**src/rtl/wave_pkg.sv**
```systemverilog
// Shared encodings and shape helpers for the waveform sequencer.
package wave_pkg;

    localparam int unsigned SAMPLE_W       = 8;
    localparam int unsigned SINE_LUT_DEPTH = 64;
    localparam logic [SAMPLE_W-1:0] MID_SCALE = 8'h80;

    typedef enum logic [1:0] {
        WAVE_SQUARE = 2'd0,
        WAVE_SAW    = 2'd1,
        WAVE_TRI    = 2'd2,
        WAVE_SINE   = 2'd3
    } wave_e;

    // Square/sawtooth/triangle from the top 8 phase bits; sine is built in the top level.
    function automatic logic [SAMPLE_W-1:0] shape_sample(wave_e sel, logic [SAMPLE_W-1:0] p);
        logic [SAMPLE_W-1:0] res;
        res = MID_SCALE;
        unique case (sel)
            WAVE_SQUARE: res = p[7] ? 8'h00 : 8'hFF;
            WAVE_SAW:    res = p;
            WAVE_TRI:    res = p[7] ? ~{p[6:0], 1'b0} : {p[6:0], 1'b0};
            WAVE_SINE:   res = MID_SCALE;
        endcase
        return res;
    endfunction

endpackage

```
**src/rtl/sine_quarter_lut.sv**
```systemverilog
// Quarter-wave sine magnitude table: round(127*sin(pi*(2i+1)/256)) for i = 0..63.
module sine_quarter_lut
    import wave_pkg::*;
(
    input  logic [5:0] index_i,
    output logic [6:0] mag_o
);

    localparam logic [6:0] QuarterSine [SINE_LUT_DEPTH] = '{
        7'd2,   7'd5,   7'd8,   7'd11,  7'd14,  7'd17,  7'd20,  7'd23,
        7'd26,  7'd29,  7'd32,  7'd35,  7'd38,  7'd41,  7'd44,  7'd47,
        7'd50,  7'd53,  7'd56,  7'd58,  7'd61,  7'd64,  7'd67,  7'd69,
        7'd72,  7'd74,  7'd77,  7'd79,  7'd82,  7'd84,  7'd86,  7'd89,
        7'd91,  7'd93,  7'd95,  7'd97,  7'd99,  7'd101, 7'd103, 7'd105,
        7'd106, 7'd108, 7'd110, 7'd111, 7'd113, 7'd114, 7'd115, 7'd117,
        7'd118, 7'd119, 7'd120, 7'd121, 7'd122, 7'd123, 7'd124, 7'd124,
        7'd125, 7'd125, 7'd126, 7'd126, 7'd127, 7'd127, 7'd127, 7'd127
    };

    assign mag_o = QuarterSine[index_i];

endmodule

```
**src/rtl/wave_sequencer.sv**
```systemverilog
// Step-strobe driven phase accumulator with registered waveform output.
// Optional sine generation is enabled by defining WAVE_SINE_EN.
module wave_sequencer
    import wave_pkg::*;
#(
    parameter int unsigned PHASE_W = 8
) (
    input  logic               clock_in,
    input  logic               reset_n,
    input  logic               step_in,
    input  logic [PHASE_W-1:0] phase_inc,
    input  logic [1:0]         wave_sel,
    input  logic               freeze,
    output logic [7:0]         sample,
    output logic               sample_valid,
    output logic               wrap,
    output logic [1:0]         wave_active
);

    logic [2:0]          sync_q;
    logic [PHASE_W-1:0]  phase_q, phase_d;
    wave_e               wave_q, wave_d;
    logic                upd_q, upd_d;
    logic                carry_q, carry_d;
    logic [SAMPLE_W-1:0] sample_q, sample_d;
    logic                valid_q, wrap_q;

    logic                step_edge, advance;
    logic [PHASE_W:0]    phase_sum;
    logic [SAMPLE_W-1:0] p, sine_val;

    assign p = phase_q[PHASE_W-1 -: SAMPLE_W];

`ifdef WAVE_SINE_EN
    logic [5:0] lut_idx;
    logic [6:0] lut_mag;

    // Mirror the index in the second and fourth quarters, flip sign in the back half.
    assign lut_idx  = p[6] ? ~p[5:0] : p[5:0];
    assign sine_val = p[7] ? (8'd127 - {1'b0, lut_mag}) : (8'd128 + {1'b0, lut_mag});

    sine_quarter_lut u_sine_lut (
        .index_i (lut_idx),
        .mag_o   (lut_mag)
    );
`else
    assign sine_val = MID_SCALE;
`endif

    always_comb begin
        step_edge = sync_q[1] & ~sync_q[2];
        advance   = step_edge & ~freeze;
        phase_sum = {1'b0, phase_q} + {1'b0, phase_inc};

        phase_d  = phase_q;
        wave_d   = wave_q;
        upd_d    = advance;
        carry_d  = 1'b0;
        sample_d = sample_q;

        if (advance) begin
            phase_d = phase_sum[PHASE_W-1:0];
            carry_d = phase_sum[PHASE_W];
            // New waveform only takes effect at a period boundary.
            if (phase_sum[PHASE_W]) begin
                wave_d = wave_e'(wave_sel);
            end
        end

        if (upd_q) begin
            sample_d = (wave_q == WAVE_SINE) ? sine_val : shape_sample(wave_q, p);
        end
    end

    always_ff @(posedge clock_in) begin
        if (!reset_n) begin
            sync_q   <= 3'b111;
            phase_q  <= '0;
            wave_q   <= WAVE_SQUARE;
            upd_q    <= 1'b0;
            carry_q  <= 1'b0;
            sample_q <= '0;
            valid_q  <= 1'b0;
            wrap_q   <= 1'b0;
        end else begin
            sync_q   <= {sync_q[1:0], step_in};
            phase_q  <= phase_d;
            wave_q   <= wave_d;
            upd_q    <= upd_d;
            carry_q  <= carry_d;
            sample_q <= sample_d;
            valid_q  <= upd_q;
            wrap_q   <= upd_q & carry_q;
        end
    end

    assign sample       = sample_q;
    assign sample_valid = valid_q;
    assign wrap         = wrap_q;
    assign wave_active  = wave_q;

endmodule

```
**config.mk**
```make
export PLATFORM = sky130hd
export DESIGN_NAME = wave_sequencer
export DESIGN_NICKNAME = d
export VERILOG_FILES = /design/src/rtl/wave_pkg.sv /design/src/rtl/sine_quarter_lut.sv /design/src/rtl/wave_sequencer.sv
export SDC_FILE = /design/constraint.sdc
export NUM_CORES = 1
export LEC_CHECK = 0
export ABC_AREA = 1
export CAP_MARGIN = 20
export CORE_MARGIN = 2
export CORE_UTILIZATION = 56
export DETAILED_ROUTE_END_ITERATION = 8
export PLACE_DENSITY = 0.95
export SLEW_MARGIN = 20
export SYNTH_ARGS = -nofsm -noshare
export SYNTH_HDL_FRONTEND = slang
export SYNTH_SLANG_ARGS = --single-unit
```
**constraint.sdc**
```tcl
create_clock -name clock_in -period 4.29 [get_ports clock_in]
set_input_delay 1.287 -clock clock_in [delete_from_list [all_inputs] [get_ports clock_in]]
set_output_delay 1.287 -clock clock_in [all_outputs]
set_load 0.02 [all_outputs]
```
# Yosys cells after proc, flatten, opt, wreduce, memory -nomap -nowiden

Cells that the tools add are included.

Register bits: 25
Input bits: 14
Word-level logic and storage cells: 25

Add/sub/neg operators: 1
Equal/unequal tests: 3
Multiplexer cells: 4
Bitwise gates (word level): 6
Reduce and logical (&&, ||, !) cells: 3

Operators with widths:

| kind               | count |
|---|---|
| $mux 8             | 3 |
| $pmux 8 s3         | 1 |
| $add 8x8->9        | 1 |
| $not 8->8          | 1 |
| $eq 2x2->1 const B | 2 |
| $reduce_and 2->1   | 2 |
| $and 1x1->1        | 3 |
| $eq 2x1->1 const B | 1 |
| $logic_not 2->1    | 1 |
| $not 1->1          | 2 |

# Logic depth before layout (Yosys ltp)

Gate-level depths: netlist of the first run.

Depth in word-level cells: 4
Depth in mapped cells: 10
Depth with buffers taken out: 10

# Worst setup path after synthesis of the first run

Ideal clock, no wire load.

Kind: input-to-reg
From: in phase_inc[0]
To: reg wave_q[0] (netlist: wave_active[0])
Library setup time: 0.115 ns
Arrival time: 2.403 ns
Data required time: 4.175 ns
Slack: 1.771 ns
Stages on the path: 8
Path through: ha_1 -> fa_1 -> nand2_1 -> nand2_1 -> nand3b_1 -> nand2_1 -> a21oi_1 -> nor2_1

Cells in the longest elaborated chain, start to end: 2

Ends and longest elaborated chain:

| what                              | line                 | source |
|---|---|---|
| start: declaration                | wave_sequencer.sv:11 | `input logic [PHASE_W-1:0] phase_inc,` |
| $add 8x8->9                       | wave_sequencer.sv:53 | `phase_sum = {1'b0, phase_q} + {1'b0, phase_inc};` |
| $reduce_and 2->1 (no source line) | n/a                  |  |
| end signal: assignment            | wave_sequencer.sv:88 | `wave_q <= wave_d;` |
| end: declaration                  | wave_sequencer.sv:22 | `wave_e wave_q, wave_d;` |

No other way between the ends.
A chain may end at the register's enable or synchronous reset.

# Worst setup path in the final report of the first run

From: in phase_inc[0]
To: reg wave_q[1] (netlist: wave_active[1])

Same word-level chain as after synthesis.

==> results of run 1 <==
-- worst paths after layout --
kind                     to  slack, ns  depth (start not counted)
max          wave_active[1]       1.54                          9
min               sync_q[1]       0.43                          1
max reg2reg  wave_active[1]       2.54                          8
min reg2reg       sync_q[1]       0.43                          1
-- sequential cells by signal, indices dropped and copies added (netlist names) --
signal        count
sample_valid      1
upd_q             1
wrap              1
sync_q            3
wave_active       2
carry_q           1
p                 8
sample            8
-- final cells by class --
type                       instances  share of cell area, %
clock buffer                       3                   1.29
clock inverter                     1                  0.430
inverter                          30                   6.45
multi-input combinational        154                   46.7
sequential                        25                   28.7
tap                               30                   2.15
timing repair buffer              25                   14.3
-- through the flow --
stage	util, %	power [mW]	hold slack [ns]	cells	worst slack (ns)
6_report	70.5	0.399	0.432	268	1.54
5_1_grt	70.5	0.416	0.442	268	1.38
4_1_cts	70.5	0.402	0.434	268	1.54
3_5_place_dp	69.3	0.294	0.414	264	1.19
3_3_place_gp	69.3	0.292	0.398	264	1.25
2_1_floorplan	-	0.274	0.393	216	1.77
-- cell families (layout without fill, tap and decap cells) --
family	count (synthesis)	after routing	synth area share (%)
and+or+nand+nor	102	102	29.5
DFF	25	25	34.1
xor gates and xnor gates	2	2	1.19
AOI/OAI and AO/OA	38	38	14.2
buffers and inverters	37	59	10.3
adders and majority gates	12	12	10.7
-- per-layer routing --
layer	vias up	routed length, µm	global-route usage [%]
met2	39	1440	38.9
met1	648	1290	27.5
li1	729	-	-
met5	-	0	0
met3	6	130	2.42
met4	0	63	11.4
-- report_power, final --
part           internal (mW)  switching, mW
registers              0.236        0.00351
logic                 0.0246         0.0253
clock network         0.0357         0.0743
total                  0.296          0.103
-- cells in the mapped netlist (all sizes together) --
library cell  number  area [µm²]
clkinv             1        3.75
clkbuf             2        7.51
fa                 1        20.0
nor3               1        16.3
xnor2              1        8.76
o21a               1        8.76
buf                5        31.3
nand3             16        80.1
ha                11         138
o21ai              9        45.0
nand3b             2        15.0
or2                3        18.8
dfxtp             25         500
nor2              13        48.8
o211ai             1        7.51
and2               1        6.26
a21oi             27         146
inv               29         109
xor2               1        8.76
nand2             66         248
==> metrics, run 1 <==
CTS sink count=25; DRT Pass-1 Iters=4; final instance area=1750 µm²; Ports=26; Leak Pwr=0.784 nW; CTS tree=built; n_diodes=0; final setup vio count=0; Final period util=64.2%; Worst-path clk slew=0.14 ns; pwr/cell area=229 nW/µm²; crit path DAT=2.99 ns; synth unique cells=24; PortBufs=25; commonest non-fill, non-tap cell in the layout=nand2_1; RSZ-0062 raised after global routing=no; CP max stage delay=0.41 ns; layout cell share with drive strength beyond 1=5.46%; Synth Register Bits=25; number of buffers created by CTS=3; CTS resizes=0; synthesis-to-finish area growth=19.0%; Via-to-Cell Ratio=5.31; number of global-route vias before repair=1263; Post-DRT Antenna Nets=0; syn_area_per_cell=6.79 µm²; max cap viols=0; die area=3050 µm²; Core Area=2480 µm²; critical path class=in -> reg; Sequential Area=500 µm²; Final Hold Fails=0; commonest non-fill, non-tap cells in the layout=nand2_1 (66), inv_1 (28), dfxtp_1 (25), clkdlybuf4s50_1 (25), a21oi_1 (24); Worst-Skew Late Latency=0.33 ns; Clock Path Buffers=2; final worst path period need=2.75 ns; fin nets=265; Yosys warnings=0; std cell rows=18; RePlAce Congestion=0.855; Net Count, Synth=242; Max-Slew Margin vs Limit=68.7%; post-DP HPWL=2250 µm; Post-CTS Setup Repair Bufs=0; drt drc=0; VDD IR max=0.138 mV; Die X=55.2 µm; critical-path cell list=clkdlybuf4s50_1 > ha_1 > fa_1 > nand2_1 > nand2_1 > nand3b_1 > nand2_1 > a21oi_1 > nor2_1; Mapped Cells=216; Worst setup SP type=primary input; status=finished clean; Final Max Slew Viols=0; TNS Setup=0 ns; RR Startpoint=p[0]; Seq/Total Area, Yosys=34.1%; number of antenna violations at the first check in global routing=0; crit-path max FO=5; first-pass GRT wire length=4950 µm; starting density of the core=59.2%; CTS Hold Bufs=0; Peak Freq=363 MHz; Fillers=211; CP endpoint kind=flop; Slowest-stage cell, CP=fa_1; GRT Residual Overflow=0; Placed Area=1720 µm²; Die Span Y=55.2 µm; Initial DRC Count=43; Crit path required time=4.53 ns; Syn Std Cell Area=1470 µm²; H-tree levels=1; crit path launch=phase_inc[0]; total track usage=22.5%; CP top delay family=adder cells; CP dominant cell by count=nand2_1; Hold Crit Class=reg -> reg; worst path bufs/invs=1; largest net degree at the start of global routing=16; Min-Delay Startpoint=sync_q[0]; Routed wire per std cell=10.9 µm; Final Skew=0.00543 ns; Worst Tran Pin Value=0.468 ns; via count=1422; root buf cell=clkbuf_4; multi-input logic area=816 µm²; Detailed Route WL=2930 µm
Power figures use the tool's default switching activity.
==> run 2: changes to the inputs <==
CORE_UTILIZATION = 52   (was 56)
PLACE_DENSITY = 0.9   (was 0.95)
clock period = 2.65 ns   (was 4.29 ns; I/O delays follow)
==> run 2 against run 1 <==
Against the previous run: highest routed layer unchanged; via count shrank 5.4%; cell count up 1.1%; power is 62% higher; register-to-register slack got worse by 1.6 ns; global-route usage down 2.7 points.
==> metrics, run 2 (synthesized netlist as in run 1, its figures left out) <==
status=finished clean; Detailed Route WL=2890 µm (-1.2%); RSZ-0062 raised after global routing=no; CTS Hold Bufs=0 (unchanged); commonest non-fill, non-tap cells in the layout=nand2_1 (66), inv_1 (28), dfxtp_1 (25), clkdlybuf4s50_1 (25), a21oi_1 (24); layout cell share with drive strength beyond 1=6.25% (+0.79 points); number of global-route vias before repair=1177 (-6.8%); GRT Residual Overflow=0 (unchanged); Leak Pwr=0.798 nW (+1.8%); crit path DAT=2.46 ns (-0.53 ns); fin nets=267 (+0.75%); Final Skew=0.00888 ns (+0.00345 ns); Final Hold Fails=0 (unchanged); RR Startpoint=p[7]; VDD IR max=0.249 mV (+81%); Worst-path clk slew=0.14 ns (about the same); synthesis-to-finish area growth=19.9%; Post-DRT Antenna Nets=0 (unchanged); CTS resizes=0 (unchanged); Final Max Slew Viols=0 (unchanged); H-tree levels=1 (unchanged); number of buffers created by CTS=3 (unchanged); Core Area=2710 µm² (+9.4%); Die X=57.1 µm (+3.5%); final worst path period need=2.20 ns; Clock Path Buffers=2 (unchanged); std cell rows=19 (+1); RePlAce Congestion=0.868 (+1.5%); Post-CTS Setup Repair Bufs=0 (unchanged); CP endpoint kind=flop; CTS sink count=25 (unchanged); Via-to-Cell Ratio=4.96 (-6.5%); number of antenna violations at the first check in global routing=0 (unchanged); Crit path required time=2.90 ns (-1.63 ns); Routed wire per std cell=10.7 µm (-2.3%); max cap viols=0 (unchanged); starting density of the core=54.2% (-5.1 points); Max-Slew Margin vs Limit=70.3% (+1.5 points); largest net degree at the start of global routing=15 (-1); Peak Freq=454 MHz; Final Core Density=65.0% (-5.5 points); post-DP HPWL=2260 µm (+0.27%); post-route insts no fill=271 (+1.1%); CTS tree=built; Hold Crit Class=reg -> reg; root buf cell=clkbuf_4; commonest non-fill, non-tap cell in the layout=nand2_1; Worst Tran Pin Value=0.445 ns (-0.0230 ns); R2R cell count=7 (-1); n_diodes=0 (unchanged); crit-path max FO=5 (unchanged); drt drc=0 (unchanged); Worst setup SP type=primary input; via count=1345 (-5.4%); reg2reg end=wave_active[1]; critical path class=in -> reg; Die Span Y=57.1 µm (+3.5%); DP Cell Count=267 (+1.1%); pwr/cell area=368 nW/µm² (+61%); Worst Hold Endpoint=wrap; Min-Delay Startpoint=carry_q; DRT Pass-1 Iters=5 (+1); PortBufs=25 (unchanged); first-pass GRT wire length=5060 µm (+2.2%); Initial DRC Count=45 (+4.7%); Final period util=83.1%; final setup vio count=0 (unchanged); total track usage=19.8% (-2.7 points); Reg2Reg Setup Slack=0.94 ns (-1.60 ns); WHS Path Cells=2 (+1); TNS Setup=0 ns (unchanged); Fillers=278 (+32%); Ports=26 (unchanged); Worst-Skew Late Latency=0.34 ns (about the same); die area=3260 µm² (+7.1%)
run 2: cell count changes in the layout (fill, tap and decap cells not counted), sizes merged:
cell and delta:
clkinv +1, clkinvlp -1, buf +2
run 2: layer usage:
metal	vias up	part of all wire [%]	global-route usage, %
li1	729	-	-
met1	573	47	25.2
met2	34	47	32.7
met3	9	3.7	3.17
met4	0	2.5	9.30
met5	-	0	0
run 2: critical path: stages:
cell	delay, ns
clkdlybuf4s50_1	0.40
ha_1	0.23
fa_1	0.41
nand2_1	0.09
nand2_1	0.07
nand3b_1	0.13
nand2_1	0.13
a21oi_1	0.14
nor2_1	0.06
run 2: stage by stage:
stage          worst slack, ns  hold WS (ns)  cell area, µm²  power [mW]
2_1_floorplan            0.623         0.393            1470       0.443
3_3_place_gp             0.108         0.404            1730       0.475
3_5_place_dp            0.0776         0.414            1730       0.478
4_1_cts                  0.442         0.433            1760       0.649
5_1_grt                  0.264         0.450            1760       0.671
6_report                 0.447         0.430            1760       0.648
run 2: how the worst max path moves through the flow:
| stage | from | depth (start not counted) | to | slack [ns] |
|---|---|---|---|---|
| after floorplan | phase_inc[0] | 8 | wave_active[0] | 0.62 |
| after global placement | phase_inc[0] | 9 | wave_active[0] | 0.11 |
| after detailed placement | phase_inc[0] | 9 | wave_active[0] | 0.08 |
| after CTS | phase_inc[0] | 9 | wave_active[1] | 0.44 |
| after global routing | phase_inc[0] | 9 | wave_active[1] | 0.26 |
| final | phase_inc[0] | 9 | wave_active[1] | 0.45 |
run 2: final cells by class:
cell class | instances | area, µm² | area share (%)
multi-input cells | 154 | 816 | 46.3
clock inverters | 1 | 5.00 | 0.284
repair buffers | 27 | 265 | 15.1
clock buffers | 3 | 22.5 | 1.28
inverters | 30 | 113 | 6.40
well taps | 31 | 38.8 | 2.20
flip-flops and latches | 25 | 500 | 28.4
run 2: power breakdown:
group / total (mW) / switching (mW) / internal, mW
Sequential: 0.388 / 0.00562 / 0.382
Combinational: 0.0827 / 0.0413 / 0.0413
Clock: 0.178 / 0.121 / 0.0569
Total: 0.648 / 0.168 / 0.480
